`src/rtl/change_dispenser.sv`:
```
// change_dispenser: pays out a change amount one coin at a time, high-value
// coin first. Each coin is a solenoid pulse followed by a recovery gap, both
// counted in ticks of a slow enable strobe. All outputs are registered.
//
// Timing, counted from the clock edge that accepts an amount:
//  - the selected coin output rises on the second edge;
//  - done is registered from the DONE state, so for a zero amount it also
//    rises on the second edge.
module change_dispenser #(
  parameter int CHG_W       = 4,
  parameter int HI_VALUE    = 5,
  parameter int PULSE_TICKS = 100,
  parameter int GAP_TICKS   = 100,
  parameter int CNT_W       = 8
) (
  input  logic             clk,
  input  logic             rst,
  input  logic             tick,
  input  logic             change_valid,
  input  logic [CHG_W-1:0] change,
  output logic             change_ready,
  output logic             coin_hi,
  output logic             coin_lo,
  output logic             busy,
  output logic [CHG_W-1:0] remaining,
  output logic             done
);

  typedef enum logic [2:0] {
    IDLE,
    SELECT,
    PULSE,
    GAP,
    DONE
  } state_t;

  localparam logic [CNT_W-1:0] PULSE_LAST = CNT_W'(PULSE_TICKS - 1);
  localparam logic [CNT_W-1:0] GAP_LAST   = CNT_W'(GAP_TICKS - 1);
  localparam logic [CHG_W-1:0] HI_AMT     = CHG_W'(HI_VALUE);
  localparam logic [CHG_W-1:0] LO_AMT     = CHG_W'(1);

  state_t           state;
  state_t           state_nxt;
  logic [CNT_W-1:0] count;
  logic [CNT_W-1:0] count_nxt;
  logic [CHG_W-1:0] remaining_nxt;
  logic             coin_hi_nxt;
  logic             coin_lo_nxt;
  logic             busy_nxt;
  logic             done_nxt;
  logic             accept;

  assign change_ready = (state == IDLE);
  assign accept       = change_valid & change_ready;

  // Next-state, tick counting, coin selection and payout bookkeeping
  always_comb begin
    state_nxt     = state;
    count_nxt     = count;
    remaining_nxt = remaining;
    coin_hi_nxt   = coin_hi;
    coin_lo_nxt   = coin_lo;

    case (state)
      IDLE: begin
        if (accept) begin
          if (change != '0) begin
            remaining_nxt = change;
            state_nxt     = SELECT;
          end else begin
            state_nxt = DONE;
          end
        end
      end

      SELECT: begin
        count_nxt = '0;
        state_nxt = PULSE;
        if (remaining >= HI_AMT) begin
          coin_hi_nxt = 1'b1;
        end else begin
          coin_lo_nxt = 1'b1;
        end
      end

      PULSE: begin
        if (tick) begin
          if (count == PULSE_LAST) begin
            coin_hi_nxt   = 1'b0;
            coin_lo_nxt   = 1'b0;
            remaining_nxt = remaining - (coin_hi ? HI_AMT : LO_AMT);
            count_nxt     = '0;
            state_nxt     = GAP;
          end else begin
            count_nxt = count + 1'b1;
          end
        end
      end

      GAP: begin
        if (tick) begin
          if (count == GAP_LAST) begin
            count_nxt = '0;
            state_nxt = (remaining == '0) ? DONE : SELECT;
          end else begin
            count_nxt = count + 1'b1;
          end
        end
      end

      DONE: begin
        state_nxt = IDLE;
      end

      default: begin
        state_nxt   = IDLE;
        coin_hi_nxt = 1'b0;
        coin_lo_nxt = 1'b0;
      end
    endcase

    busy_nxt = (state_nxt != IDLE);
    done_nxt = (state == DONE);
  end

  // Registered state and outputs; reset drops the coin drives immediately
  always_ff @(posedge clk or posedge rst) begin
    if (rst) begin
      state     <= IDLE;
      count     <= '0;
      remaining <= '0;
      coin_hi   <= 1'b0;
      coin_lo   <= 1'b0;
      busy      <= 1'b0;
      done      <= 1'b0;
    end else begin
      state     <= state_nxt;
      count     <= count_nxt;
      remaining <= remaining_nxt;
      coin_hi   <= coin_hi_nxt;
      coin_lo   <= coin_lo_nxt;
      busy      <= busy_nxt;
      done      <= done_nxt;
    end
  end

endmodule

```
`config.mk`:
```
export PLATFORM = sky130hd
export DESIGN_NAME = change_dispenser
export DESIGN_NICKNAME = d
export VERILOG_FILES = /design/src/rtl/change_dispenser.sv
export SDC_FILE = /design/constraint.sdc
export NUM_CORES = 1
export LEC_CHECK = 0
export ABC_AREA = 1
export BUFFER_PORTS_ARGS = -buffer_cell sky130_fd_sc_hd__buf_2
export CAP_MARGIN = 20
export CORE_ASPECT_RATIO = 1.1
export CORE_UTILIZATION = 38
export DETAILED_ROUTE_END_ITERATION = 6
export PLACE_DENSITY = 0.66
export SETUP_SLACK_MARGIN = 0.1
export SLEW_MARGIN = 20
export SYNTH_ARGS = -nofsm -noshare
export SYNTH_HDL_FRONTEND = slang
export SYNTH_SLANG_ARGS = --single-unit
```
`constraint.sdc`:
```
create_clock -name clk -period 4.2 [get_ports clk]
set_clock_uncertainty 0.1 [all_clocks]
set_input_delay 0.21 -clock clk [delete_from_list [all_inputs] [get_ports clk]]
set_output_delay 0.21 -clock clk [all_outputs]
set_load 0.01 [all_outputs]
```
==> qor_table.md, run 1 <==
| Step | Quantity | This run |
| --- | --- | --- |
| floorplanning | Placeable core area | 3020 um2 |
| floorplanning | I/O Pins | 17 |
| floorplanning | Horizontal die dimension | 55.6 um |
| layout | Area grow syn2layout | 12.3% |
| yosys | Share of the synthesized area in the top cell type | 39.6% |
| yosys | Count leader, synth | nand2_1 |
| yosys | Proportion of synthesized flip-flops having asynchronous set or reset | 100% |
| place | Total of buffers placed on input and output ports | 16 |
| power | Pwr Density | 517 nW/um2 |
| yosys | Biggest area consumer among synthesized cells | dfrtp_1 |
| drt | DR vias/cell | 4.92 |
| drt | Detailed-routing iteration count for the pre-antenna-repair pass | 5 |
| worst setup path | Setup Crit Path Kind | flop to flop |
| clock network | Number of buffers between clock root and the deepest sink | 2 |
| sta | Rel. slew slack | 50.2% |
| global route | Met2 usage in global routing | 29.4% |
| global route | Met1 routing resource usage after global routing | 19.7% |
| power | Worst ir drop on vdd | 0.362 mV |
| global route | Remaining global-route overflow | 0 |
| sta | Setup WS post-layout | 2.58 ns |
| floorplanning | Count of standard-cell rows | 21 |
| clock network | Count of H-tree levels built during CTS | 1 |
| place | Last weighted congestion value of the routability-driven placer | 0.801 |
| sta | Endpoints failing hold | 0 |
| worst hold path | HP Class | primary input to flop |
| clock network | Clock net sink count | 19 |
| clock network | Buffer type at the clock tree root | clkbuf_4 |
| drt | Total Wirelength | 2.45 mm |
| yosys | Post-Synthesis Net Count | 183 |
| drt | Number of DRC violations after detailed routing | 0 |
| layout | Design Area, Final | 1350 um2 |
| clock network | CTS tree | done |
| worst setup path | Largest fanout on the critical path | 5 |
| clock network | CTS Buf Count | 3 |
| layout | Fraction of final layout cells with drive strength greater than 1 | 14.7% |
| yosys | Most used flip-flop cell after synthesis | dfrtp_1 |
| yosys | Synth Warn # | 0 |
| sta | Ratio of final minimum period to clock period | 38.5% |
| sta | Setup repair after global routing missed its margin | no |
| floorplanning | Floorplan die area | 3390 um2 |
| global route | Tot GR Track Use | 16.5% |
| run status | Result of the run | completed |
| global route | Maximum number of pins on one net before global-route repair | 20 |
| clock network | Post-cts resize count | 0 |
| place | DP Wirelength | 1.87 mm |
| worst setup path | Endpoint kind of the worst setup timing path | flop |
| sta | Transition time at the pin with the least slew margin | 0.746 ns |
| global route | First-pass GRT wire length | 4.25 mm |
| floorplanning | DIE HEIGHT | 60.9 um |
| layout | Fill cells | 326 |
| worst setup path | Slowest library cell on the worst path | dfrtp_1 |
| floorplanning | Effective utilization at floorplan | 39.7% |
| global route | Met3 track utilization from global routing | 1.92% |
| yosys | Sequential element share of the synthesized area | 39.6% |
| drt | Total number of vias | 1103 |
| power | Power after layout | 697 uW |
| worst setup path | Startpoint Class | flop |
| worst setup path | Largest stage delay on the critical path | 0.39 ns |
| worst setup path | FF-to-FF setup slack | 2.58 ns |
| sta | Worst hold slack across all endpoints | 0.109 ns |
| sta | Total negative slack for setup checks | 0 ns |
| worst setup path | Crit-path leading delay family | simple AND/OR/NAND/NOR gates |
| yosys | Number of flops mapped to enable cells by yosys | 0 |
| layout | Antenna cells | 0 |
| yosys | Area of the mapped netlist | 1200 um2 |
| sta | # setup viols final | 0 |
| job | Max-capacitance violation count | 0 |
| clock network | Setup repair bufs after CTS | 0 |
| yosys | Distinct cell type count of the synthesized netlist | 19 |
| yosys | Top post-synthesis cells by count | nand2_1, inv_1, nor2_1 |
| power | Static Leak | 0.000746 uW |
| global route | Most used routing layer | met2 |
| sta | Max-slew violation count | 0 |
| sta | Shortest period the worst path allows | 1.62 ns |
| drt | DRC marker count from the first detailed-route iteration | 31 |
| worst setup path | WP data arrival | 1.72 ns |
| yosys | Top cells by area, synth | dfrtp_1, nand2_1, inv_1 |
| worst setup path | Critical path data required time | 4.30 ns |
| place | Dpl ws | 2.64 ns |
| drt | Average wire per standard cell | 10.9 um |
| layout | Final layout net count | 204 |
| global route | Antenna violations before repair | 0 |
| yosys | Synthesized flop and latch total | 19 |
| drt | DRT antenna net count | 0 |
| sta | Maximum achievable frequency | 0.618 GHz |
| global route | Vias in the first global route | 998 |
| place | Area of placed instances | 1310 um2 |
| worst setup path | Worst Path Buf+Inv | 1 |
| yosys | Count of mapped cells out of synthesis | 170 |
| worst setup path | Cell breakdown of the critical path | ha_1 -> nand3_1 -> nor2_1 -> nand3_1 -> nand2_1 -> inv_1 -> nor2_1 -> nand2_1 |
| clock network | Clock latency on the worst-skew pair | 0.30 ns |
| clock network | Clock transition at the register clock pins on the worst setup and hold paths after CTS | 0.11 ns |
| yosys | Mapped Avg Cell Area | 7.06 um2 |
cells by family after synthesis:
family	Yosys count	share of synthesized area, %
compound gates	19	7.92
flops	19	39.6
fa+ha+maj	5	5.21
buf+inv	28	9.38
xor+xnor	1	0.730
simple gates	98	37.1
placed cells by master, fill, tap and decap left out, drive strengths merged, types with 3 or more instances in the layout:
cell type,count
ha,5
dfrtp,19
nand2,53
nor3,3
nand3,16
buf,16
a21oi,9
inv,27
clkbuf,4
o21ai,10
nor2,22
worst paths after layout:
check                                      endpoint  cells past startpoint                  from
max                                  busy$_DFF_PP0_                      8  count[1]$_DFFE_PP0P_
min reg2reg                     coin_lo$_DFFE_PP0P_                      2   coin_lo$_DFFE_PP0P_
min in group asynchronous       coin_lo$_DFFE_PP0P_                      3                   rst
max in group asynchronous            busy$_DFF_PP0_                      3                   rst
min                        remaining[2]$_DFFE_PP0P_                      3             change[2]
max reg2reg                          busy$_DFF_PP0_                      8  count[1]$_DFFE_PP0P_
timing repair:
item,4_1_cts,5_1_grt
endpoints found under the setup margin,0,0
hold buffers,1,0
hold endpoints to repair,19,0
sequential cells by signal, summed over array words and instances (netlist names):
| register | count |
|---|---|
| coin_lo | 1 |
| remaining | 4 |
| count | 8 |
| coin_hi | 1 |
| state | 3 |
| busy | 1 |
| done | 1 |
metrics by stage:
stage	std cells	util, %
after floorplan	170	-
after global placement	219	43.4
after detailed placement	219	43.4
after CTS	224	44.6
after global routing	224	44.6
final	224	44.6
cell type report:
class | instances | area (um2) | area share (%)
clock buffer | 4 | 26.3 | 1.95
sequential | 19 | 475 | 35.3
tap | 34 | 42.5 | 3.16
multi-input combinational | 123 | 612 | 45.4
timing repair buffer | 17 | 90.1 | 6.69
inverter | 27 | 101 | 7.52
routing by layer:
metal / up-vias / share of wire [%]
met5: - / 0
met4: 0 / 2.3
met3: 4 / 3.3
met2: 25 / 48
met1: 500 / 46
li1: 574 / -
power by group:
| group | leakage [uW] | internal (uW) | total (uW) | switching (uW) |
|---|---|---|---|---|
| Sequential | 0.000234 | 236 | 301 | 64.6 |
| Clock | 0.0000150 | 37.0 | 96.1 | 59.0 |
| Combinational | 0.000497 | 121 | 300 | 179 |
| Total | 0.000746 | 394 | 697 | 303 |
worst register-to-register path, cell delays in order (launching register included):
cell	delay [ns]
dfrtp_1	0.39
ha_1	0.25
nand3_1	0.10
nor2_1	0.30
nand3_1	0.11
nand2_1	0.07
inv_1	0.05
nor2_1	0.09
nand2_1	0.05
No activity file was read; power rests on OpenSTA's default activity.
==> run 2: changes to the inputs <==
- clock period: 4.2 -> 1.6 ns (I/O delays scaled with it)
==> run 2 against run 1 <==
Sequential power rose to 2.7 times the previous value. Combinational power grew to 3.5 times the previous value. Critical endpoint is now remaining[1]$_DFFE_PP0P_. Highest routed layer unchanged. Cell count grew 5.8%. Via count increased by 1.9%. Largest cell class unchanged.
==> qor_table.md, run 2 (synthesis gave the netlist of run 1 again) <==
| Step | Quantity | This run | vs previous |
| --- | --- | --- | --- |
| run status | Result of the run | completed |  |
| global route | Remaining global-route overflow | 0 | unchanged |
| sta | Maximum achievable frequency | 0.702 GHz | +14% |
| global route | Maximum number of pins on one net before global-route repair | 20 | unchanged |
| drt | Total number of vias | 1124 | +1.9% |
| layout | Largest registers | count: 8 flops, remaining: 4 flops, state: 3 flops |  |
| global route | Vias in the first global route | 1044 | +4.6% |
| clock network | CTS Buf Count | 3 | unchanged |
| floorplanning | Effective utilization at floorplan | 39.7% | unchanged |
| power | Proportion of power drawn by flip-flops and latches | 38.4% | -4.8 points |
| floorplanning | Count of standard-cell rows | 21 | unchanged |
| power | Internal power consumption | 1210 uW | +210% |
| worst setup path | WP data arrival | 1.52 ns | -0.20 ns |
| worst hold path | HP Class | primary input to flop |  |
| worst setup path | Setup Crit Path Kind | flop to flop |  |
| worst setup path | Critical path data required time | 1.70 ns | -2.60 ns |
| power | Switching part of the total power | 42.5% | -0.96 points |
| clock network | Clock net sink count | 19 | unchanged |
| global route | Tot GR Track Use | 16.1% | -0.39 points |
| job | Max-capacitance violation count | 0 | unchanged |
| sta | Shortest period the worst path allows | 1.43 ns | -0.193 ns |
| floorplanning | Placeable core area | 3020 um2 | unchanged |
| worst setup path | Critical path depth in cells | 8 | unchanged |
| layout | Largest register FFs | 8 | unchanged |
| layout | Combined area of the multi-input logic cells | 708 um2 | +16% |
| power | Net switching power | 896 uW | +200% |
| power | Static Leak | 0.000811 uW | +8.7% |
| layout | Area grow syn2layout | 29.9% |  |
| power | Clock Power Share | 11.7% | -2.1 points |
| power | Combinational share of power | 49.8% | +6.8 points |
| place | Total of buffers placed on input and output ports | 16 | unchanged |
| global route | Antenna violations before repair | 0 | unchanged |
| sta | Endpoints failing hold | 0 | unchanged |
| drt | Average wire per standard cell | 10.6 um | -2.6% |
| layout | Most common library cell in the layout ignoring fill and taps | nand2_1 |  |
| sta | Total negative slack for setup checks | 0 ns | unchanged |
| drt | Top routing layer in use | met4 |  |
| floorplanning | I/O Pins | 17 | unchanged |
| drt | Number of DRC violations after detailed routing | 0 | unchanged |
| place | Placed insts | 224 | +2.3% |
| worst setup path | Reg-to-reg startpoint | count[1]$_DFFE_PP0P_ |  |
| worst setup path | Cell breakdown of the critical path | ha_4 -> nand2_2 -> nor2_2 -> nand2_2 -> nand2_4 -> nand3_4 -> nand2_1 -> o21ai_1 |  |
| drt | Detail Route met2 WL | 1.29 mm | +9.8% |
| clock network | CTS tree | done |  |
| worst setup path | Path depth of the worst reg2reg path | 8 | unchanged |
| drt | DRC marker count from the first detailed-route iteration | 12 | -61% |
| clock network | Clock latency on the worst-skew pair | 0.30 ns | about the same |
| worst setup path | Slowest library cell on the worst path | dfrtp_1 |  |
| worst setup path | FF-to-FF setup slack | 0.17 ns | -2.41 ns |
| worst setup path | Most repeated library cell on the critical path | nand2_2 |  |
| layout | Highest-count cells in the layout ignoring fill and taps | nand2_1, inv_1, nor2_1, buf_2, dfrtp_1 |  |
| worst setup path | Destination of the critical timing path | remaining[1]$_DFFE_PP0P_ |  |
| sta | Rel. slew slack | 77.3% | +27 points |
| sta | Max-slew violation count | 0 | unchanged |
| layout | Final layout net count | 217 | +6.4% |
| global route | First-pass GRT wire length | 4.16 mm | -2.1% |
| floorplanning | Horizontal die dimension | 55.6 um | unchanged |
| worst setup path | Startpoint Class | flop |  |
| drt | DRT antenna net count | 0 | unchanged |
| layout | Largest register by flop count | count |  |
| sta | # setup viols final | 0 | unchanged |
| layout | Area taken by flip-flops and latches | 482 um2 | +1.3% |
| place | Last weighted congestion value of the routability-driven placer | 0.773 | -3.5% |
| sta | Setup repair after global routing missed its margin | yes |  |
| floorplanning | DIE HEIGHT | 60.9 um | unchanged |
| worst setup path | Crit Reg-Reg Endpoint | remaining[1]$_DFFE_PP0P_ |  |
| sta | Transition time at the pin with the least slew margin | 0.339 ns | -0.407 ns |
| layout | Layout Cells excl Fill | 237 | +5.8% |
| power | Worst ir drop on vdd | 1.05 mV | +190% |
| worst setup path | Endpoint kind of the worst setup timing path | flop |  |
| worst setup path | Worst Path Buf+Inv | 0 | -1 |
| power | Pwr Density | 1350 nW/um2 | +160% |
| clock network | Clock transition at the register clock pins on the worst setup and hold paths after CTS | 0.11 ns | about the same |
| worst setup path | Largest stage delay on the critical path | 0.43 ns | +0.04 ns |
| layout | Antenna cells | 0 | unchanged |
| drt | Metal-1 WL | 1.14 mm | about the same |
| worst setup path | Largest fanout on the critical path | 6 | +1 |
| layout | Fraction of final layout cells with drive strength greater than 1 | 31.0% | +16 points |
| layout | Fill cells | 293 | -10% |
| clock network | Buffer type at the clock tree root | clkbuf_4 |  |
| clock network | Number of buffers between clock root and the deepest sink | 2 | unchanged |
| floorplanning | Floorplan die area | 3390 um2 | unchanged |
| drt | DR vias/cell | 4.74 | -3.7% |
| worst setup path | Critical path startpoint | count[1]$_DFFE_PP0P_ |  |
| drt | Met3 routed wirelength | 43 um | -47% |
| place | DP Wirelength | 1.82 mm | -2.9% |
| drt | Total Wirelength | 2.52 mm | +3.1% |
| clock network | Count of H-tree levels built during CTS | 1 | unchanged |
| worst setup path | Crit-path leading delay family | simple AND/OR/NAND/NOR gates |  |
| drt | Detailed-routing iteration count for the pre-antenna-repair pass | 4 | -1 |
| sta | Ratio of final minimum period to clock period | 89.1% | +51 points |
## run 2: timing repair
item | in CTS | in global routing
pin swaps | 0 | 9
setup buffers | 0 | 5
gates cloned | 0 | 0
hold buffers | 4 | 0
gates resized for setup | 1 | 35
endpoints found under the hold margin | 22 | 0
setup endpoints to repair | 1 | 15
## run 2: cell type report
type,instances,share of cell area [%]
multi-input combinational,123,45.4
sequential,19,30.9
timing repair buffer,30,12.8
inverter,27,6.50
tap,34,2.73
clock buffer,4,1.69
## run 2: worst min-delay path by stage
stage / start / endpoint / cells after the start
detailed placement: rst / coin_lo$_DFFE_PP0P_ / 3
finish: tick / state[2]$_DFF_PP0_ / 3
global route: change[0] / state[2]$_DFF_PP0_ / 4
floorplan: rst / busy$_DFF_PP0_ / 1
global placement: rst / coin_lo$_DFFE_PP0P_ / 3
CTS: tick / state[2]$_DFF_PP0_ / 3
## run 2: through the flow
step                hold WS (ns)  power (uW)  utilization, %  setup slack (ns)  instance area, um2
floorplan                -0.0689        1370               -             0.222                1200
global placement          0.0169        1610            44.6            0.0835                1350
detailed placement        0.0171        1600            44.6            0.0771                1350
CTS                     0.000765        1860            46.9             0.106                1420
global route              0.0314        2320            51.6            0.0622                1560
finish                   0.00346        2110            51.6             0.175                1560
## run 2: worst reg2reg max path, cell delays in order, from the launching register on
cell	delay, ns
dfrtp_1	0.43
ha_4	0.19
nand2_2	0.06
nor2_2	0.11
nand2_2	0.08
nand2_4	0.10
nand3_4	0.10
nand2_1	0.09
o21ai_1	0.06
## run 2: power by group through the flow
stage,clock network (uW),registers (uW),logic [uW]
floorplan,0,785,589
detailed placement,0,788,813
CTS,256,779,828
global placement,0,789,818
finish,247,811,1050
global route,270,838,1210
## run 2: layer usage
layer  vias up  global-route usage [%]
li1        600                       -
met1       501                    18.1
met2        18                    30.1
met3         5                    2.35
met4         0                    8.93
met5         -                       0
==> run 3: changes to the inputs <==
- ABC_AREA: 1 -> default
==> run 3 against run 2 <==
The run now ends with negative setup slack left. Utilization grew 4.9 points. Global-route usage grew 1.9 points. Largest power group is now registers. Sequential share of layout area shrank 0.80 points. Routed wire length grew 9.1%. Critical path depth shrank 4. Register-to-register slack lost 0.27 ns. Combinational power shrank 61%. Fmax shrank 16%. Non-clock buffer count grew 11. Total power shrank 41%. First-iteration DRC count grew 58%. Synthesized area shrank 5.3%.
==> qor_table.md, run 3 <==
| Step | Quantity | This run | vs previous |
| --- | --- | --- | --- |
| power | Static Leak | 0.000678 uW | -16% |
| worst setup path | Startpoint Class | flop |  |
| power | Worst ir drop on vdd | 0.482 mV | -54% |
| global route | Antenna violations before repair | 0 | unchanged |
| drt | Number of DRC violations after detailed routing | 0 | unchanged |
| layout | Area grow syn2layout | 39.4% |  |
| drt | Average wire per standard cell | 14.3 um | +34% |
| layout | Largest registers | count: 8 flops, remaining: 4 flops, state: 3 flops |  |
| yosys | Distinct cell type count of the synthesized netlist | 41 | +22 |
| floorplanning | Placeable core area | 2800 um2 | -7.2% |
| worst hold path | HP Class | primary input to flop |  |
| drt | Detailed-routing iteration count for the pre-antenna-repair pass | 6 | +2 |
| sta | Worst hold slack across all endpoints | 0.0195 ns | +0.0160 ns |
| global route | Vias in the first global route | 1051 | +0.67% |
| sta | Shortest period the worst path allows | 1.69 ns | +0.268 ns |
| yosys | Post-Synthesis Net Count | 133 | -27% |
| worst setup path | WP data arrival | 1.79 ns | +0.27 ns |
| layout | Largest register by flop count | count |  |
| sta | Setup WS post-layout | -0.0932 ns | -0.268 ns |
| worst setup path | Critical path startpoint | state[0]$_DFF_PP0_ |  |
| yosys | Synthesized flop and latch total | 19 | unchanged |
| layout | Utilization of the core after routing | 56.5% | +4.9 points |
| power | Internal power consumption | 844 uW | -30% |
| sta | # setup viols final | 5 | +5 |
| yosys | Number of flops mapped to enable cells by yosys | 0 | unchanged |
| sta | Endpoints failing hold | 0 | unchanged |
| layout | Final layout net count | 174 | -20% |
| power | Switching part of the total power | 31.9% | -11 points |
| yosys | Biggest area consumer among synthesized cells | dfrtp_1 |  |
| layout | Highest-count cells in the layout ignoring fill and taps | buf_4, dfrtp_1, buf_2, nand2_1, nor2_1 |  |
| yosys | Area of the mapped netlist | 1140 um2 | -5.3% |
| clock network | Clock latency on the worst-skew pair | 0.29 ns | about the same |
| run status | Result of the run | complete, but fails checks |  |
| global route | Maximum number of pins on one net before global-route repair | 20 | unchanged |
| global route | First-pass GRT wire length | 4.26 mm | +2.3% |
| power | Proportion of power drawn by flip-flops and latches | 46.9% | +8.5 points |
| yosys | Count leader, synth | dfrtp_1 |  |
| clock network | CTS Buf Count | 3 | unchanged |
| power | Pwr Density | 782 nW/um2 | -42% |
| floorplanning | I/O Pins | 17 | unchanged |
| global route | Tot GR Track Use | 18.0% | +1.9 points |
| layout | Layout Cells excl Fill | 193 | -19% |
| yosys | Share of the synthesized area in the top cell type | 41.9% | +2.2 points |
| yosys | Proportion of synthesized flip-flops having asynchronous set or reset | 100% | unchanged |
| sta | Setup repair after global routing missed its margin | yes |  |
| worst setup path | Destination of the critical timing path | remaining[1]$_DFFE_PP0P_ |  |
| worst setup path | Crit Reg-Reg Endpoint | remaining[1]$_DFFE_PP0P_ |  |
| power | Net switching power | 395 uW | -56% |
| place | DP Wirelength | 1.94 mm | +6.9% |
| global route | Remaining global-route overflow | 0 | unchanged |
| floorplanning | Effective utilization at floorplan | 40.5% | +0.83 points |
| clock network | Count of H-tree levels built during CTS | 1 | unchanged |
| run status | Failing checks | negative setup slack |  |
| place | Total of buffers placed on input and output ports | 16 | unchanged |
| drt | DR vias/cell | 5.47 | +15% |
| worst setup path | Setup Crit Path Kind | flop to flop |  |
| yosys | Sequential element share of the synthesized area | 41.9% | +2.2 points |
| layout | Antenna cells | 0 | unchanged |
| worst setup path | Critical path data required time | 1.69 ns | about the same |
| clock network | Clock net sink count | 19 | unchanged |
| worst hold path | Hold Path Cell Cnt | 3 | unchanged |
| yosys | Mapped Avg Cell Area | 9.47 um2 | +34% |
| sta | Maximum achievable frequency | 0.591 GHz | -16% |
| worst setup path | Largest fanout on the critical path | 4 | -2 |
| clock network | Buffer type at the clock tree root | clkbuf_4 |  |
| yosys | Count of mapped cells out of synthesis | 120 | -29% |
| floorplanning | Floorplan die area | 3210 um2 | -5.1% |
| floorplanning | Count of standard-cell rows | 20 | -4.8% |
| yosys | Most used flip-flop cell after synthesis | dfrtp_1 |  |
| floorplanning | Horizontal die dimension | 54.1 um | -2.6% |
| worst setup path | Reg-to-reg startpoint | state[0]$_DFF_PP0_ |  |
| sta | Transition time at the pin with the least slew margin | 0.389 ns | +0.0502 ns |
| floorplanning | DIE HEIGHT | 59.3 um | -2.6% |
| yosys | Synth Warn # | 0 | unchanged |
| drt | Total number of vias | 1056 | -6.0% |
| clock network | Number of buffers between clock root and the deepest sink | 2 | unchanged |
| power | Clock Power Share | 20.3% | +8.6 points |
| place | Placed insts | 184 | -18% |
| place | Last weighted congestion value of the routability-driven placer | 0.802 | +3.7% |
| sta | Rel. slew slack | 73.8% | -3.4 points |
| worst setup path | Path depth of the worst reg2reg path | 4 | -4 |
| yosys | Top post-synthesis cells by count | dfrtp_1, nand2_1, nor2_1 |  |
| sta | Ratio of final minimum period to clock period | 106% | +17 points |
| clock network | Clock transition at the register clock pins on the worst setup and hold paths after CTS | 0.11 ns | about the same |
| worst setup path | Endpoint kind of the worst setup timing path | flop |  |
| layout | Fill cells | 248 | -15% |
| yosys | Top cells by area, synth | dfrtp_1, ha_1, xnor2_1 |  |
| job | Max-capacitance violation count | 0 | unchanged |
| drt | Total Wirelength | 2.75 mm | +9.1% |
| worst setup path | FF-to-FF setup slack | -0.09 ns | -0.27 ns |
| drt | DRC marker count from the first detailed-route iteration | 19 | +7 |
| layout | Largest register FFs | 8 | unchanged |
| layout | Most common library cell in the layout ignoring fill and taps | buf_4 |  |
| layout | Fraction of final layout cells with drive strength greater than 1 | 41.9% | +11 points |
| sta | Max-slew violation count | 0 | unchanged |
| clock network | CTS tree | done |  |
| sta | Total negative slack for setup checks | -0.313 ns | -0.313 ns |
| power | Combinational share of power | 32.8% | -17 points |
| drt | DRT antenna net count | 0 | unchanged |
-- run 3: through the flow --
stage                     setup WS (ns)  instance area, um2  power (uW)
after detailed placement         -0.129                1410         960
after global routing             -0.147                1580        1300
final                           -0.0932                1580        1240
after CTS                       -0.0891                1520        1230
after floorplan                  -0.217                1180         839
after global placement          -0.0751                1410         947
-- run 3: logic make-up after synthesis --
group / synth area share (%)
flops: 41.9
buf+inv: 4.40
xor+xnor: 5.40
fa+ha+maj: 5.51
simple gates: 27.2
compound gates: 12.1
mux: 3.52
-- run 3: cell type report --
type	instances	area [um2]	share of cell area [%]
clock buffer	4	26.3	1.66
inverter	6	22.5	1.42
multi-input combinational	90	737	46.5
sequential	19	477	30.1
tap	33	41.3	2.61
timing repair buffer	41	280	17.7
-- run 3: timing repair --
action / CTS / global route
pin swaps: 4 / 3
setup endpoints to repair: 15 / 15
setup buffers: 0 / 3
hold endpoints to repair: 21 / 0
gates cloned: 0 / 0
hold buffers: 2 / 0
resized for setup: 15 / 10
-- run 3: power groups by stage --
stage	clock [uW]	sequential, uW	combinational, uW
3_3_place_gp	0	586	360
6_report	252	580	407
5_1_grt	269	591	440
2_1_floorplan	0	611	228
4_1_cts	256	582	389
3_5_place_dp	0	591	369
-- run 3: worst min path at each step --
stage / from / endpoint / slack (ns)
finish: change[1] / state[2]$_DFF_PP0_ / 0.02
global route: change[1] / state[2]$_DFF_PP0_ / 0.04
CTS: change[3] / state[2]$_DFF_PP0_ / 0.01
detailed placement: rst / count[1]$_DFFE_PP0P_ / 0.02
global placement: rst / count[0]$_DFFE_PP0P_ / 0.009
floorplan: rst / busy$_DFF_PP0_ / -0.07
-- run 3: metal layers --
metal	part of all wire, %	track usage, %	wire [um]
met1	42	18.9	1160
met2	55	35.4	1520
met3	2.3	2.56	64
met4	0.44	4.76	12
met5	0	0	0
-- run 3: worst max-delay path: stages, from the launching register on --
cell and delay (ns):
dfrtp_1 0.39, or3b_4 0.41, nor4_4 0.30, nor2_4 0.09, mux2_4 0.30
